## src/rtl/operand_fetch.sv

```systemverilog
// Operand-fetch stage: 32-entry register file with writeback bypass, immediate
// extension, and the ID/EX pipeline register feeding the ALU.
module operand_fetch #(
  parameter int DATA_W = 32,
  parameter int NREGS  = 32,
  localparam int AW    = $clog2(NREGS)
) (
  input  logic              clk,
  input  logic              rst_n,
  input  logic              id_valid,
  input  logic [AW-1:0]     id_rs,
  input  logic [AW-1:0]     id_rt,
  input  logic [15:0]       id_imm,
  input  logic              id_use_imm,
  input  logic              id_sign_ext,
  input  logic [4:0]        id_shamt,
  input  logic [3:0]        id_aluctrl,
  input  logic [AW-1:0]     id_dst,
  input  logic              stall,
  input  logic              flush,
  input  logic              wb_en,
  input  logic [AW-1:0]     wb_addr,
  input  logic [DATA_W-1:0] wb_data,
  output logic              ex_valid,
  output logic [DATA_W-1:0] ex_in1,
  output logic [DATA_W-1:0] ex_in2,
  output logic [4:0]        ex_shamt,
  output logic [3:0]        ex_aluctrl,
  output logic [AW-1:0]     ex_dst,
  output logic [DATA_W-1:0] ex_rt_data
);

  typedef struct packed {
    logic              vld;
    logic [DATA_W-1:0] in1;
    logic [DATA_W-1:0] in2;
    logic [DATA_W-1:0] rt_data;
    logic [4:0]        shamt;
    logic [3:0]        aluctrl;
    logic [AW-1:0]     dst;
  } idex_t;

  logic [DATA_W-1:0] r_rf [NREGS];
  idex_t             r_idex;
  idex_t             w_idex_nxt;
  logic [DATA_W-1:0] w_rs_val;
  logic [DATA_W-1:0] w_rt_val;
  logic [DATA_W-1:0] w_ext;
  logic              w_wb_live;

  assign w_wb_live = wb_en && (wb_addr != '0);

  // Register file write proceeds regardless of stall/flush.
  always_ff @(posedge clk or negedge rst_n) begin
    if (!rst_n) begin
      for (int i = 0; i < NREGS; i++) r_rf[i] <= '0;
    end else if (w_wb_live) begin
      r_rf[wb_addr] <= wb_data;
    end
  end

  // Same-cycle writeback is bypassed so there is no write-to-read delay.
  always_comb begin
    w_rs_val = r_rf[id_rs];
    if (id_rs == '0)                     w_rs_val = '0;
    else if (wb_en && wb_addr == id_rs)  w_rs_val = wb_data;
    w_rt_val = r_rf[id_rt];
    if (id_rt == '0)                     w_rt_val = '0;
    else if (wb_en && wb_addr == id_rt)  w_rt_val = wb_data;
  end

  assign w_ext = id_sign_ext ? {{(DATA_W-16){id_imm[15]}}, id_imm}
                             : {{(DATA_W-16){1'b0}}, id_imm};

  always_comb begin
    w_idex_nxt = '0;
    if (flush) begin
      w_idex_nxt = '0;
    end else if (stall) begin
      w_idex_nxt = r_idex;
    end else if (id_valid) begin
      w_idex_nxt.vld     = 1'b1;
      w_idex_nxt.in1     = w_rs_val;
      w_idex_nxt.in2     = id_use_imm ? w_ext : w_rt_val;
      w_idex_nxt.rt_data = w_rt_val;
      w_idex_nxt.shamt   = id_shamt;
      w_idex_nxt.aluctrl = id_aluctrl;
      w_idex_nxt.dst     = id_dst;
    end
  end

  always_ff @(posedge clk or negedge rst_n) begin
    if (!rst_n) r_idex <= '0;
    else        r_idex <= w_idex_nxt;
  end

  assign ex_valid   = r_idex.vld;
  assign ex_in1     = r_idex.in1;
  assign ex_in2     = r_idex.in2;
  assign ex_rt_data = r_idex.rt_data;
  assign ex_shamt   = r_idex.shamt;
  assign ex_aluctrl = r_idex.aluctrl;
  assign ex_dst     = r_idex.dst;

endmodule
```

## config.mk

```make
export PLATFORM = sky130hd
export DESIGN_NAME = operand_fetch
export DESIGN_NICKNAME = d
export VERILOG_FILES = /design/src/rtl/operand_fetch.sv
export SDC_FILE = /design/constraint.sdc
export NUM_CORES = 2
export LEC_CHECK = 0
export CORE_MARGIN = 2
export CORE_UTILIZATION = 35
export CTS_BUF_LIST = sky130_fd_sc_hd__clkbuf_8
export DETAILED_ROUTE_END_ITERATION = 12
export PLACE_DENSITY_LB_ADDON = 0.25
export SETUP_SLACK_MARGIN = 0.1
export SLEW_MARGIN = 30
export SYNTH_ARGS = -nofsm -noshare
export SYNTH_HDL_FRONTEND = slang
export SYNTH_SLANG_ARGS = --single-unit
```

## constraint.sdc

```tcl
create_clock -name clk -period 5.1 [get_ports clk]
set_clock_uncertainty 0.1 [all_clocks]
set_input_delay 1.02 -clock clk [delete_from_list [all_inputs] [get_ports clk]]
set_output_delay 1.02 -clock clk [all_outputs]
set_load 0.02 [all_outputs]
```

# Word level (Yosys, flattened, before mapping)
# Cells that the tools add are included.
# totals
reg_bits	1135
inputBits	85
output_inout_bits	111
elab_cells	74
# classes
magnitude_cmp	4
eq_ne	3
muxes	18
bitwise_logic	3
n_reduce_logical	7
# ops
operator	count
$bwmux W1024	1
$mux W32	11
$mux W111	3
$bmux W32 S5	2
$demux W32 S5	1
$ge A6 B6 Y1 const B	3
$not A5 Y6	3
$eq A5 B5 Y1	2
$logic_not A5 Y1	2
$lt A6 B1 Y1 const B	1
$reduce_bool A5 Y1	1
$logic_and A1 B1 Y1	4
$ne A2 B1 Y1 const B	1

# Longest topological paths before layout
# logic_depth
ltp_word	10
ltp_mapped	11
ltp_nobuf	6

# Worst setup path after synthesis
# Ideal clock, no wire load.
# synth_path
path_kind	input to register
from	input port id_rs[0]
to	register r_idex (netlist bit ex_in1[30])
setup_ns	0.126
t_arrival_ns	2.767
required_ns	4.874
path_slack_ns	2.107
path_stages	7
n_path_buf	3
cell_sequence	buf_6 -> buf_6 -> buf_2 -> mux4_2 -> a221oi_1 -> a211oi_1 -> a221o_1
# synth_via
elab_chain_len	9
elab_cells_between_ends	12
cone_classes	eq/ne: 1; mux: 8; bitwise: 1; reduce/logical: 2
# synth_lines
element	line	rtl
from (decl)	11	input logic [AW-1:0] id_rs,
$not A5 Y6 (implied by the code)	64	w_rs_val = r_rf[id_rs];
$bmux W32 S5	64	
$mux W32 (implied by the code) (2 in a row)	64	
$mux W32	66	else if (wb_en && wb_addr == id_rs) w_rs_val = wb_data;
$mux W32 *	65	if (id_rs == '0) w_rs_val = '0;
$mux W111 *	81	end else if (id_valid) begin
$mux W111 *	79	end else if (stall) begin
$mux W111 *	77	if (flush) begin
to (signal assigned)	94	else r_idex <= w_idex_nxt;
to (decl)	44	idex_t r_idex;
# Mark *: on every way between the ends. The rest lies on a longest branch, timed or not. The select of a mux whose other input is x is not followed.
# A chain may end at the register's enable or synchronous reset.

# Final worst setup path
# layout_path
from	input port wb_addr[1]
to	register r_idex (netlist bit ex_in2[4])
# layout_via
elab_chain_len	8
# layout_lines
element	line	rtl
from (decl)	22	input logic [AW-1:0] wb_addr,
$eq A5 B5 Y1	69	else if (wb_en && wb_addr == id_rt) w_rt_val = wb_data;
$logic_and A1 B1 Y1	69	
$mux W32	69	
$mux W32	68	if (id_rt == '0) w_rt_val = '0;
$mux W32	84	w_idex_nxt.in2 = id_use_imm ? w_ext : w_rt_val;
$mux W111	81	
$mux W111	79	
$mux W111	77	
# Every way passes these cells. The select of a mux whose other input is x is not followed.

==> impl_metrics.env <==
export IMPL_outcome="complete, no violations"
export IMPL_cts_buffers=194
export IMPL_synth_async_reset_ratio_pct=100
export IMPL_die_h_um=416
export IMPL_grt_overflow_total=0
export IMPL_critPathRequiredTime_ps=5790
export IMPL_synthFlopType="dfrtp_1"
export IMPL_wl_per_cell_um=31.3
export IMPL_synth_fa_ha_area_share_pct=0
export IMPL_powerDensity_mw_per_mm2=370
export IMPL_via_per_inst=5.95
export IMPL_cts_resized=0
export IMPL_grtUsageTotal_pct=23.7
export IMPL_arrival_ps=4170
export IMPL_antenna_found_initial=15
export IMPL_synth_edf_count=0
export IMPL_drt_initial_drc_count=3455
export IMPL_synthXorXnorAreaFrac_pct=0.147
export IMPL_synth_common_cells="1135 x dfrtp_1, 1050 x mux2_2, 396 x mux4_2, 281 x mux2i_1, 244 x clkbuf_1"
export IMPL_synth_largest_area_cell="dfrtp_1"
export IMPL_syn_nets=4204
export IMPL_endpoint_kind="register"
export IMPL_min_delay_start="r_rf[1018]"
export IMPL_grt_max_degree=154
export IMPL_grt_pass1_vias=40500
export IMPL_htreeDepth=4
export IMPL_yosys_warnings=0
export IMPL_cp_max_fo=18
export IMPL_crit_type="input pin to register"
export IMPL_cts_sinks=1135
export IMPL_synth_mux_area_share_pct=39.6
export IMPL_first_pass_iters=5
export IMPL_tns_ps=0
export IMPL_synth_seq_cells=1135
export IMPL_fin_crit_ps=3480
export IMPL_die_area_mm2=0.173
export IMPL_synth_top_family_by_area="multiplexers"
export IMPL_rows=151
export IMPL_ios=196
export IMPL_worst_pin_slew_ps=1050
export IMPL_synth_compound_gate_area_share_pct=6.38
export IMPL_drive_above_1_share_pct=45.3
export IMPL_dp_hpwl_um=128000
export IMPL_syn_to_final_growth_pct=14.2
export IMPL_cts_path_max_buffers=3
export IMPL_ant_nets=0
export IMPL_ir_worst_vdd_mv=0.257
export IMPL_min_period_over_period_pct=68.2
export IMPL_clock_root_buffer="clkbuf_8"
export IMPL_cts_tree="done"
export IMPL_synth_top_area_share_pct=47.8
export IMPL_r2r_start="r_rf[68]"
export IMPL_insertion_delay_ps=950
export IMPL_p_leak_nw=29.4
export IMPL_cap_violations=0
export IMPL_synthSimpleGateAreaFrac_pct=2.23
export IMPL_routed_wirelength_um=206000
export IMPL_setup_viol=0
export IMPL_fp_dieW_um=416
export IMPL_routabilityCongestion=0.830
export IMPL_startpoint="wb_addr[1]"
export IMPL_startpoint_type="input pin"
export IMPL_synth_cells=4119
export IMPL_final_hold_violation_count=0
export IMPL_nets=4324
export IMPL_ys_seq_area_share_pct=47.8
export IMPL_start_util_pct=35.2
export IMPL_worst_hold_slack_ps=299
export IMPL_yosysMostFrequentCell="dfrtp_1"
export IMPL_port_buffers=195
export IMPL_slew_limit_headroom_pct=29.7
export IMPL_slew_viol_final=0
export IMPL_yosysUniqueCellTypes=51
export IMPL_vias=39300
export IMPL_drc_errors=0
export IMPL_hold_class="register to register"
export IMPL_syn_area_per_cell_um2=14.4
export IMPL_synth_area_mm2=0.0595
export IMPL_core_mm2=0.169
export IMPL_rsz0062_at_grt="no"
export IMPL_clk_pin_slew_ps=60
export IMPL_synth_area_leaders="dfrtp_1 48%, mux2_2 20%, mux4_2 15%"
export IMPL_grt_pass1_wl_um=301000
export IMPL_max_clock_freq_mhz=287
through the flow:
step                instance area, um2  setup slack [ps]  cells  power, mW  utilization, %
CTS                              67900              1690   6598       25.3            40.1
detailed placement               64000               733   6259       17.0            37.9
global placement                 64000               804   6257       16.8            37.9
finish                           67900              1620   6602       25.1            40.2
global route                     67900              1600   6601       26.2            40.2
floorplan                        59500              2110   4119       15.2               -
final cells by class:
cell class              count  area, um2
well taps                2218       2780
clock inverters            97        520
fillers                 15800     101000
multi-input cells        2525      29000
inverters                   2       7.51
clock buffers             241       3320
diodes                      3       7.51
flip-flops and latches   1135      28400
repair buffers            381       3860
flip-flops by register name, indices dropped and copies added (netlist names):
signal	flops
ex_dst	5
ex_rt_data	32
ex_in1	32
ex_in2	32
ex_aluctrl	4
ex_valid	1
ex_shamt	5
r_rf	1024
routing by layer:
layer  part of all wire, %  track usage (%)  up-vias
li1                      -                -    16100
met1                    42             31.8    21300
met2                    47             37.8     1429
met3                   6.5             4.85      409
met4                   3.7             9.32       12
met5                 0.039                0        -
timing repair:
| item | in CTS | in global routing |
|---|---|---|
| hold buffers | 1 | 0 |
| buffers inserted | 0 | 0 |
| hold endpoints to repair | 41 | 0 |
cell usage in the layout (no fill, tap or decap), types with 14 or more instances in the layout:
cell type        count
nor2_1              28
o21ai_1             39
nor2_4              17
a211oi_1            64
a22o_1              14
mux4_2             396
nor2b_1             32
o22ai_1             34
a221oi_1            32
o211ai_1            26
clkbuf_8           241
a221o_1             26
nand2b_1            19
buf_4              146
inv_1               75
buf_12              40
o221ai_1            60
mux2i_1            281
mux2_2            1050
clkdlybuf4s50_1    174
o21ai_0             23
nand3_1             16
a22oi_1             83
a21oi_1             67
dfrtp_1           1135
nand2_1             87
where the power goes:
part / switching, mW / leakage, nW / internal, mW
combinational: 2.16 / 12.5 / 2.93
clock: 3.92 / 2.24 / 4.34
sequential: 1.18 / 14.7 / 10.6
critical path, stage by stage:
cell             delay (ps)
clkdlybuf4s50_1         690
xnor2_1                 170
nand4_1                 220
o21ai_4                 820
buf_4                   430
a211oi_1                 80
a21oi_1                 550
o21ai_1                 110
cells by family after synthesis:
| group | after synthesis |
|---|---|
| and+or+nand+nor | 272 |
| buffers and inverters | 459 |
| AOI/OAI and AO/OA | 516 |
| muxes | 1727 |
| xor gates and xnor gates | 10 |
| DFF | 1135 |
final timing paths:
check,cells after the start,to,slack (ps)
setup / recovery,8,ex_in2[4],1620
max in group asynchronous,3,r_rf[858],3000
min in group asynchronous,2,r_rf[230],560
setup reg to reg,6,ex_in2[4],2560
hold / removal,0,r_rf[1018],300
hold reg to reg,0,r_rf[1018],300
(Power assumes the default switching activity.)
